$ cat src/rtl/elevator_pkg.sv
// Shared types and motion encodings for the elevator scheduler.
package elevator_pkg;

    typedef enum logic [1:0] {
        IDLE = 2'd0,
        UP   = 2'd1,
        DOWN = 2'd2,
        DOOR = 2'd3
    } state_t;

    typedef enum logic {
        DIR_UP   = 1'b0,
        DIR_DOWN = 1'b1
    } dir_t;

    // Encodings shared with the downstream motion controller.
    localparam logic [1:0] MOT_STOP = 2'b00;
    localparam logic [1:0] MOT_UP   = 2'b01;
    localparam logic [1:0] MOT_DOWN = 2'b10;

    function automatic logic [1:0] motion_code(input state_t s);
        logic [1:0] code;
        code = MOT_STOP;
        if (s == UP) begin
            code = MOT_UP;
        end else if (s == DOWN) begin
            code = MOT_DOWN;
        end
        return code;
    endfunction

endpackage

$ cat src/rtl/elevator_call_scan.sv
// Splits a call vector into above / below / here flags
// relative to a given floor.
module elevator_call_scan
    import elevator_pkg::*;
#(
    parameter int N_FLOORS = 4,
    parameter int FLOOR_W  = $clog2(N_FLOORS)
) (
    input  logic [N_FLOORS-1:0] pending,
    input  logic [FLOOR_W-1:0]  floor,
    output logic                above,
    output logic                below,
    output logic                here
);

    always_comb begin
        above = 1'b0;
        below = 1'b0;
        here  = 1'b0;
        for (int i = 0; i < N_FLOORS; i++) begin
            if (i > int'(floor)) begin
                above = above | pending[i];
            end else if (i < int'(floor)) begin
                below = below | pending[i];
            end else begin
                here = pending[i];
            end
        end
    end

endmodule

$ cat src/rtl/elevator_scheduler.sv
// Single-car collective (SCAN) call scheduler: latches calls,
// commands motion, tracks position and times the door dwell.
module elevator_scheduler
    import elevator_pkg::*;
#(
    parameter int N_FLOORS    = 4,
    parameter int FLOOR_W     = $clog2(N_FLOORS),
    parameter int DOOR_CYCLES = 10
) (
    input  logic                clk,
    input  logic                rst,
    input  logic [N_FLOORS-1:0] call_req,
    input  logic                floor_reached,
    output logic [1:0]          motion_status,
    output logic [FLOOR_W-1:0]  current_floor,
    output logic                door_open,
    output logic [N_FLOORS-1:0] pending,
    output logic                busy
);

    localparam int TIMER_W = (DOOR_CYCLES > 1) ? $clog2(DOOR_CYCLES) : 1;
    localparam logic [TIMER_W-1:0] DOOR_LOAD = TIMER_W'(DOOR_CYCLES - 1);
    localparam logic [FLOOR_W-1:0] TOP_FLOOR = FLOOR_W'(N_FLOORS - 1);

    state_t              state;
    state_t              state_nxt;
    dir_t                dir_pref;
    dir_t                dir_nxt;
    logic [TIMER_W-1:0]  timer;
    logic [TIMER_W-1:0]  timer_nxt;
    logic [FLOOR_W-1:0]  floor_nxt;
    logic [FLOOR_W-1:0]  arrive_floor;
    logic [N_FLOORS-1:0] merged;
    logic [N_FLOORS-1:0] clear_mask;
    logic [N_FLOORS-1:0] pending_nxt;
    logic                idle_above;
    logic                idle_below;
    logic                idle_here;
    logic                arr_above;
    logic                arr_below;
    logic                arr_here;
    logic                at_limit;

    assign merged = pending | call_req;

    // Dispatch decisions from IDLE look only at latched calls.
    elevator_call_scan #(
        .N_FLOORS (N_FLOORS),
        .FLOOR_W  (FLOOR_W)
    ) u_idle_scan (
        .pending (pending),
        .floor   (current_floor),
        .above   (idle_above),
        .below   (idle_below),
        .here    (idle_here)
    );

    // Arrival decisions also see calls landing on the same edge.
    elevator_call_scan #(
        .N_FLOORS (N_FLOORS),
        .FLOOR_W  (FLOOR_W)
    ) u_arrive_scan (
        .pending (merged),
        .floor   (arrive_floor),
        .above   (arr_above),
        .below   (arr_below),
        .here    (arr_here)
    );

    always_comb begin
        arrive_floor = current_floor;
        at_limit     = 1'b0;
        if (floor_reached && state == UP) begin
            if (current_floor == TOP_FLOOR) begin
                at_limit = 1'b1;
            end else begin
                arrive_floor = current_floor + FLOOR_W'(1);
            end
        end else if (floor_reached && state == DOWN) begin
            if (current_floor == '0) begin
                at_limit = 1'b1;
            end else begin
                arrive_floor = current_floor - FLOOR_W'(1);
            end
        end
    end

    always_comb begin
        state_nxt = state;
        dir_nxt   = dir_pref;
        timer_nxt = timer;
        floor_nxt = current_floor;
        unique case (state)
            IDLE: begin
                if (idle_here) begin
                    state_nxt = DOOR;
                    timer_nxt = DOOR_LOAD;
                end else if (idle_above && (!idle_below || dir_pref == DIR_UP)) begin
                    state_nxt = UP;
                    dir_nxt   = DIR_UP;
                end else if (idle_below) begin
                    state_nxt = DOWN;
                    dir_nxt   = DIR_DOWN;
                end
            end
            UP, DOWN: begin
                if (floor_reached) begin
                    floor_nxt = arrive_floor;
                    if (arr_here) begin
                        state_nxt = DOOR;
                        timer_nxt = DOOR_LOAD;
                    end else if (state == UP ? !arr_above : !arr_below) begin
                        state_nxt = IDLE;
                    end
                end
            end
            DOOR: begin
                if (call_req[current_floor]) begin
                    timer_nxt = DOOR_LOAD;
                end else if (timer == '0) begin
                    state_nxt = IDLE;
                end else begin
                    timer_nxt = timer - TIMER_W'(1);
                end
            end
        endcase

        // A call is served, never latched, while the door is open at its floor.
        clear_mask = '0;
        if (state_nxt == DOOR) begin
            clear_mask[floor_nxt] = 1'b1;
        end
        pending_nxt = merged & ~clear_mask;
    end

    always_ff @(posedge clk or posedge rst) begin
        if (rst) begin
            state         <= IDLE;
            dir_pref      <= DIR_UP;
            timer         <= '0;
            current_floor <= '0;
            pending       <= '0;
            motion_status <= MOT_STOP;
            door_open     <= 1'b0;
            busy          <= 1'b0;
        end else begin
            state         <= state_nxt;
            dir_pref      <= dir_nxt;
            timer         <= timer_nxt;
            current_floor <= floor_nxt;
            pending       <= pending_nxt;
            motion_status <= motion_code(state_nxt);
            door_open     <= (state_nxt == DOOR);
            busy          <= (state_nxt != IDLE);
        end
    end

    limit_pulse: assert property (@(posedge clk) disable iff (rst) !at_limit);
    no_code_11: assert property (@(posedge clk) disable iff (rst) motion_status != 2'b11);
    door_excl: assert property (@(posedge clk) disable iff (rst)
        !(door_open && motion_status != MOT_STOP));

endmodule

$ cat config.mk
export PLATFORM = sky130hd
export DESIGN_NAME = elevator_scheduler
export DESIGN_NICKNAME = d
export VERILOG_FILES = /design/src/rtl/elevator_pkg.sv /design/src/rtl/elevator_call_scan.sv /design/src/rtl/elevator_scheduler.sv
export SDC_FILE = /design/constraint.sdc
export NUM_CORES = 1
export LEC_CHECK = 0
export ABC_CLOCK_PERIOD_IN_PS = 3400
export BUFFER_PORTS_ARGS = -buffer_cell sky130_fd_sc_hd__buf_2
export CAP_MARGIN = 30
export CORE_MARGIN = 3
export CORE_UTILIZATION = 55
export CTS_BUF_LIST = sky130_fd_sc_hd__clkbuf_4 sky130_fd_sc_hd__clkbuf_8 sky130_fd_sc_hd__clkbuf_16
export CTS_CLUSTER_DIAMETER = 80
export DETAILED_ROUTE_END_ITERATION = 10
export PLACE_DENSITY_LB_ADDON = 0.3
export SYNTH_ARGS = -nofsm -noshare
export SYNTH_HDL_FRONTEND = slang
export SYNTH_SLANG_ARGS = --single-unit
$ cat constraint.sdc
create_clock -name clk -period 3.4 [get_ports clk]
set_clock_uncertainty 0.1 [all_clocks]
set_input_delay 0 -clock clk [delete_from_list [all_inputs] [get_ports clk]]
set_output_delay 0 -clock clk [all_outputs]
set_load 0.005 [all_outputs]
==> metrics <==
Largest delay share family, worst path=compound AO/OA/AOI/OAI gates; Yosys Warn Count=0; Final Wtd Congestion=0.983; Synth Area per Inst=9.27 um^2; Most used DFF post-synth=dfrtp_1; CP bufs+invs=1; wire per inst=17.6 um; max_slew headroom=58.4%; crit path max fanout=9; total grt overflow=0; Total Nets Final=172; cell area after layout=1430 um^2; Post-Syn Nets=152; FF-to-FF Start=state[1]$_DFF_PP0_; Seq cells post-synth=17; CP Launch Type=flop; dpl ws=718 ps; Seq/Total Area, Yosys=33.3%; Synth Instances=138; Worst Hold Endpoint=pending[0]$_DFF_PP0_; Port Buffers=16; num rows=16; Hold Crit Start=call_req[0]; Fin Setup TNS=0 ps; die area=2940 um^2; Post-Syn Area=1280 um^2; Total Wirelength=3250 um; worst-skew pair later-pin latency=290 ps; Req. time, crit path=3510 ps; Antenna Violating Nets Remaining=0; Filler Cells Inserted=168; TritonCTS clock tree=done; Vias/cell=6.73; DR pass1 iterations=4; vias in the first global route=1158; Arrival @ worst endpoint=2840 ps; drt drc=0; worst hold path type=primary input to flop; launch point of the worst path=state[1]$_DFF_PP0_; Netlist cell types=51; die span in y=54.2 um; Post-DP HPWL=2430 um; final setup margin=664 ps; Fmax=365 MHz; placement-stage cell area=1370 um^2; CTS buffer count=3; n_diodes=0; layout cell share with drive strength beyond 1=19.1%; Fin. Hold Viols=0; Worst-path clk slew=90 ps; CORE AREA=2080 um^2; Initial Utilization=61.4%; initial antenna violation count=0; hold path cells=3; Leak=0.000622 uW; gr usage total=26.4%; Vias=1238; final design utilization=68.6%; r2r endpoint=pending[1]$_DFF_PP0_; Final min period=2740 ps; io pins=17; final setup violation count=0; FF-to-FF setup slack=660 ps; Die Span X=54.2 um; number of enable flip-flop cells after synthesis=0; RSZ-0062 raised after global routing=no; worst-case clock buffer depth=2; max-slew violations=0; CP max stage cell=dfrtp_1; largest net degree at the start of global routing=18; Worst Tran Pin Value=623 ps; fin crit share=80.5%; Power Density=841 nW/um^2; crit path capture type=flop; delay of the slowest critical-path stage=470 ps; CP Cell Sequence=inv_1, ha_1, a21o_1, a211o_1, mux2i_1, a211o_2, a32o_2, a31oi_1; outcome=completed; Clock Root Buffer=clkbuf_4; clock tree sinks=17; area grow syn2layout=11.6%; Reg2Reg Depth=8; Worst VDD drop=0.594 mV; kind of critical path=flop to flop; maxcap violations=0; first-pass GRT wire length=5450 um; Initial DRC Count=81; Post-synth ARST share=100%; # H-tree levels=1
-- layout by cell type, fill, tap and decap left out, drive strengths merged, types with 2 or more instances in the layout --
| cell type | netlist | layout |
|---|---|---|
| nor2b | 3 | 3 |
| nand2 | 7 | 7 |
| nor2 | 7 | 7 |
| o211ai | 3 | 3 |
| o31ai | 2 | 2 |
| a31oi | 8 | 8 |
| nand2b | 3 | 3 |
| nor3 | 4 | 4 |
| inv | 13 | 13 |
| a211o | 3 | 3 |
| dlygate4sd3 | 0 | 3 |
| dfrtp | 17 | 17 |
| clkbuf | 1 | 4 |
| nand4 | 2 | 2 |
| mux2i | 3 | 3 |
| mux4 | 2 | 2 |
| o21ai | 13 | 13 |
| ha | 7 | 7 |
| a21oi | 5 | 5 |
| o21ba | 2 | 2 |
| nand3 | 2 | 2 |
| or2 | 2 | 2 |
| a2111oi | 2 | 2 |
| a21o | 2 | 2 |
| a22o | 4 | 4 |
| buf | 3 | 16 |
-- area by class of cell --
type                            count  area [um^2]  share of cell area (%)
Clock buffer                        4         30.0                    2.10
Inverter                           13         48.8                    3.42
Multi-Input combinational cell    104          779                    54.6
Sequential cell                    17          425                    29.8
Tap cell                           27         33.8                    2.37
Timing Repair Buffer               19          110                    7.71
-- Yosys cell counts (3+ instances only) --
| cell | instances | area, um^2 |
|---|---|---|
| a21oi_1 | 5 | 25.0 |
| a22o_1 | 4 | 35.0 |
| a31oi_1 | 8 | 50.1 |
| dfrtp_1 | 17 | 425 |
| ha_1 | 7 | 87.6 |
| inv_1 | 13 | 48.8 |
| mux2i_1 | 3 | 30.0 |
| nand2_1 | 7 | 26.3 |
| nand2b_1 | 3 | 18.8 |
| nor2_1 | 7 | 26.3 |
| nor2b_1 | 3 | 18.8 |
| nor3_1 | 4 | 20.0 |
| o21ai_0 | 11 | 55.1 |
-- worst max-delay path by stage --
| stage | to | slack (ps) | cells past startpoint |
|---|---|---|---|
| 5_1_grt | pending[1]$_DFF_PP0_ | 410 | 8 |
| 6_report | pending[1]$_DFF_PP0_ | 660 | 8 |
| 4_1_cts | pending[1]$_DFF_PP0_ | 700 | 8 |
| 3_5_place_dp | pending[1]$_DFF_PP0_ | 720 | 8 |
| 2_1_floorplan | pending[0]$_DFF_PP0_ | 930 | 9 |
| 3_3_place_gp | pending[1]$_DFF_PP0_ | 820 | 8 |
-- worst reg2reg max path, stage by stage, from the launching register on --
cell and delay [ps]:
dfrtp_1 470, inv_1 140, ha_1 320, a21o_1 260, a211o_1 380, mux2i_1 150, a211o_2 370, a32o_2 280
a31oi_1 190
-- flip-flops by register name, summed over array words and instances (netlist names) --
name / count
dir_pref: 1
motion_status: 2
door_open: 1
pending: 4
busy: 1
state: 2
current_floor: 2
timer: 4
-- routing by layer --
layer	track usage (%)	vias up	share of wire [%]
met1	33.9	568	41
met3	5.45	20	8.7
li1	-	570	-
met2	42.0	80	46
met5	0	-	0
met4	12.9	0	3.6
-- report_power, final --
part	total (uW)	switching, uW	internal [uW]
registers	382	107	275
logic	704	406	299
clock network	114	60.3	53.6
-- logic make-up (layout without fill, tap and decap cells) --
family / after synthesis / in the layout / share of synthesized area [%]
fa+ha+maj: 7 / 7 / 6.85
buf+inv: 17 / 36 / 5.77
compound gates: 56 / 56 / 31.9
mux: 5 / 5 / 6.16
simple gates: 36 / 36 / 16.0
flops: 17 / 17 / 33.3
-- per-stage QoR --
stage                     power [uW]  hold WS [ps]  std cells
after global routing            1310          22.9        184
after CTS                       1190         0.488        184
final                           1200          4.30        184
after global placement          1030         -8.68        177
after detailed placement        1070          4.56        177
after floorplan                  882          -174        138
-- what timing repair did --
| action | in CTS | in global routing |
|---|---|---|
| gates resized for setup | 0 | 0 |
| hold endpoints to repair | 19 | 0 |
| buffers inserted | 0 | 0 |
| endpoints found under the setup margin | 0 | 0 |
| hold buffers | 3 | 0 |
(Power assumes the default switching activity.)
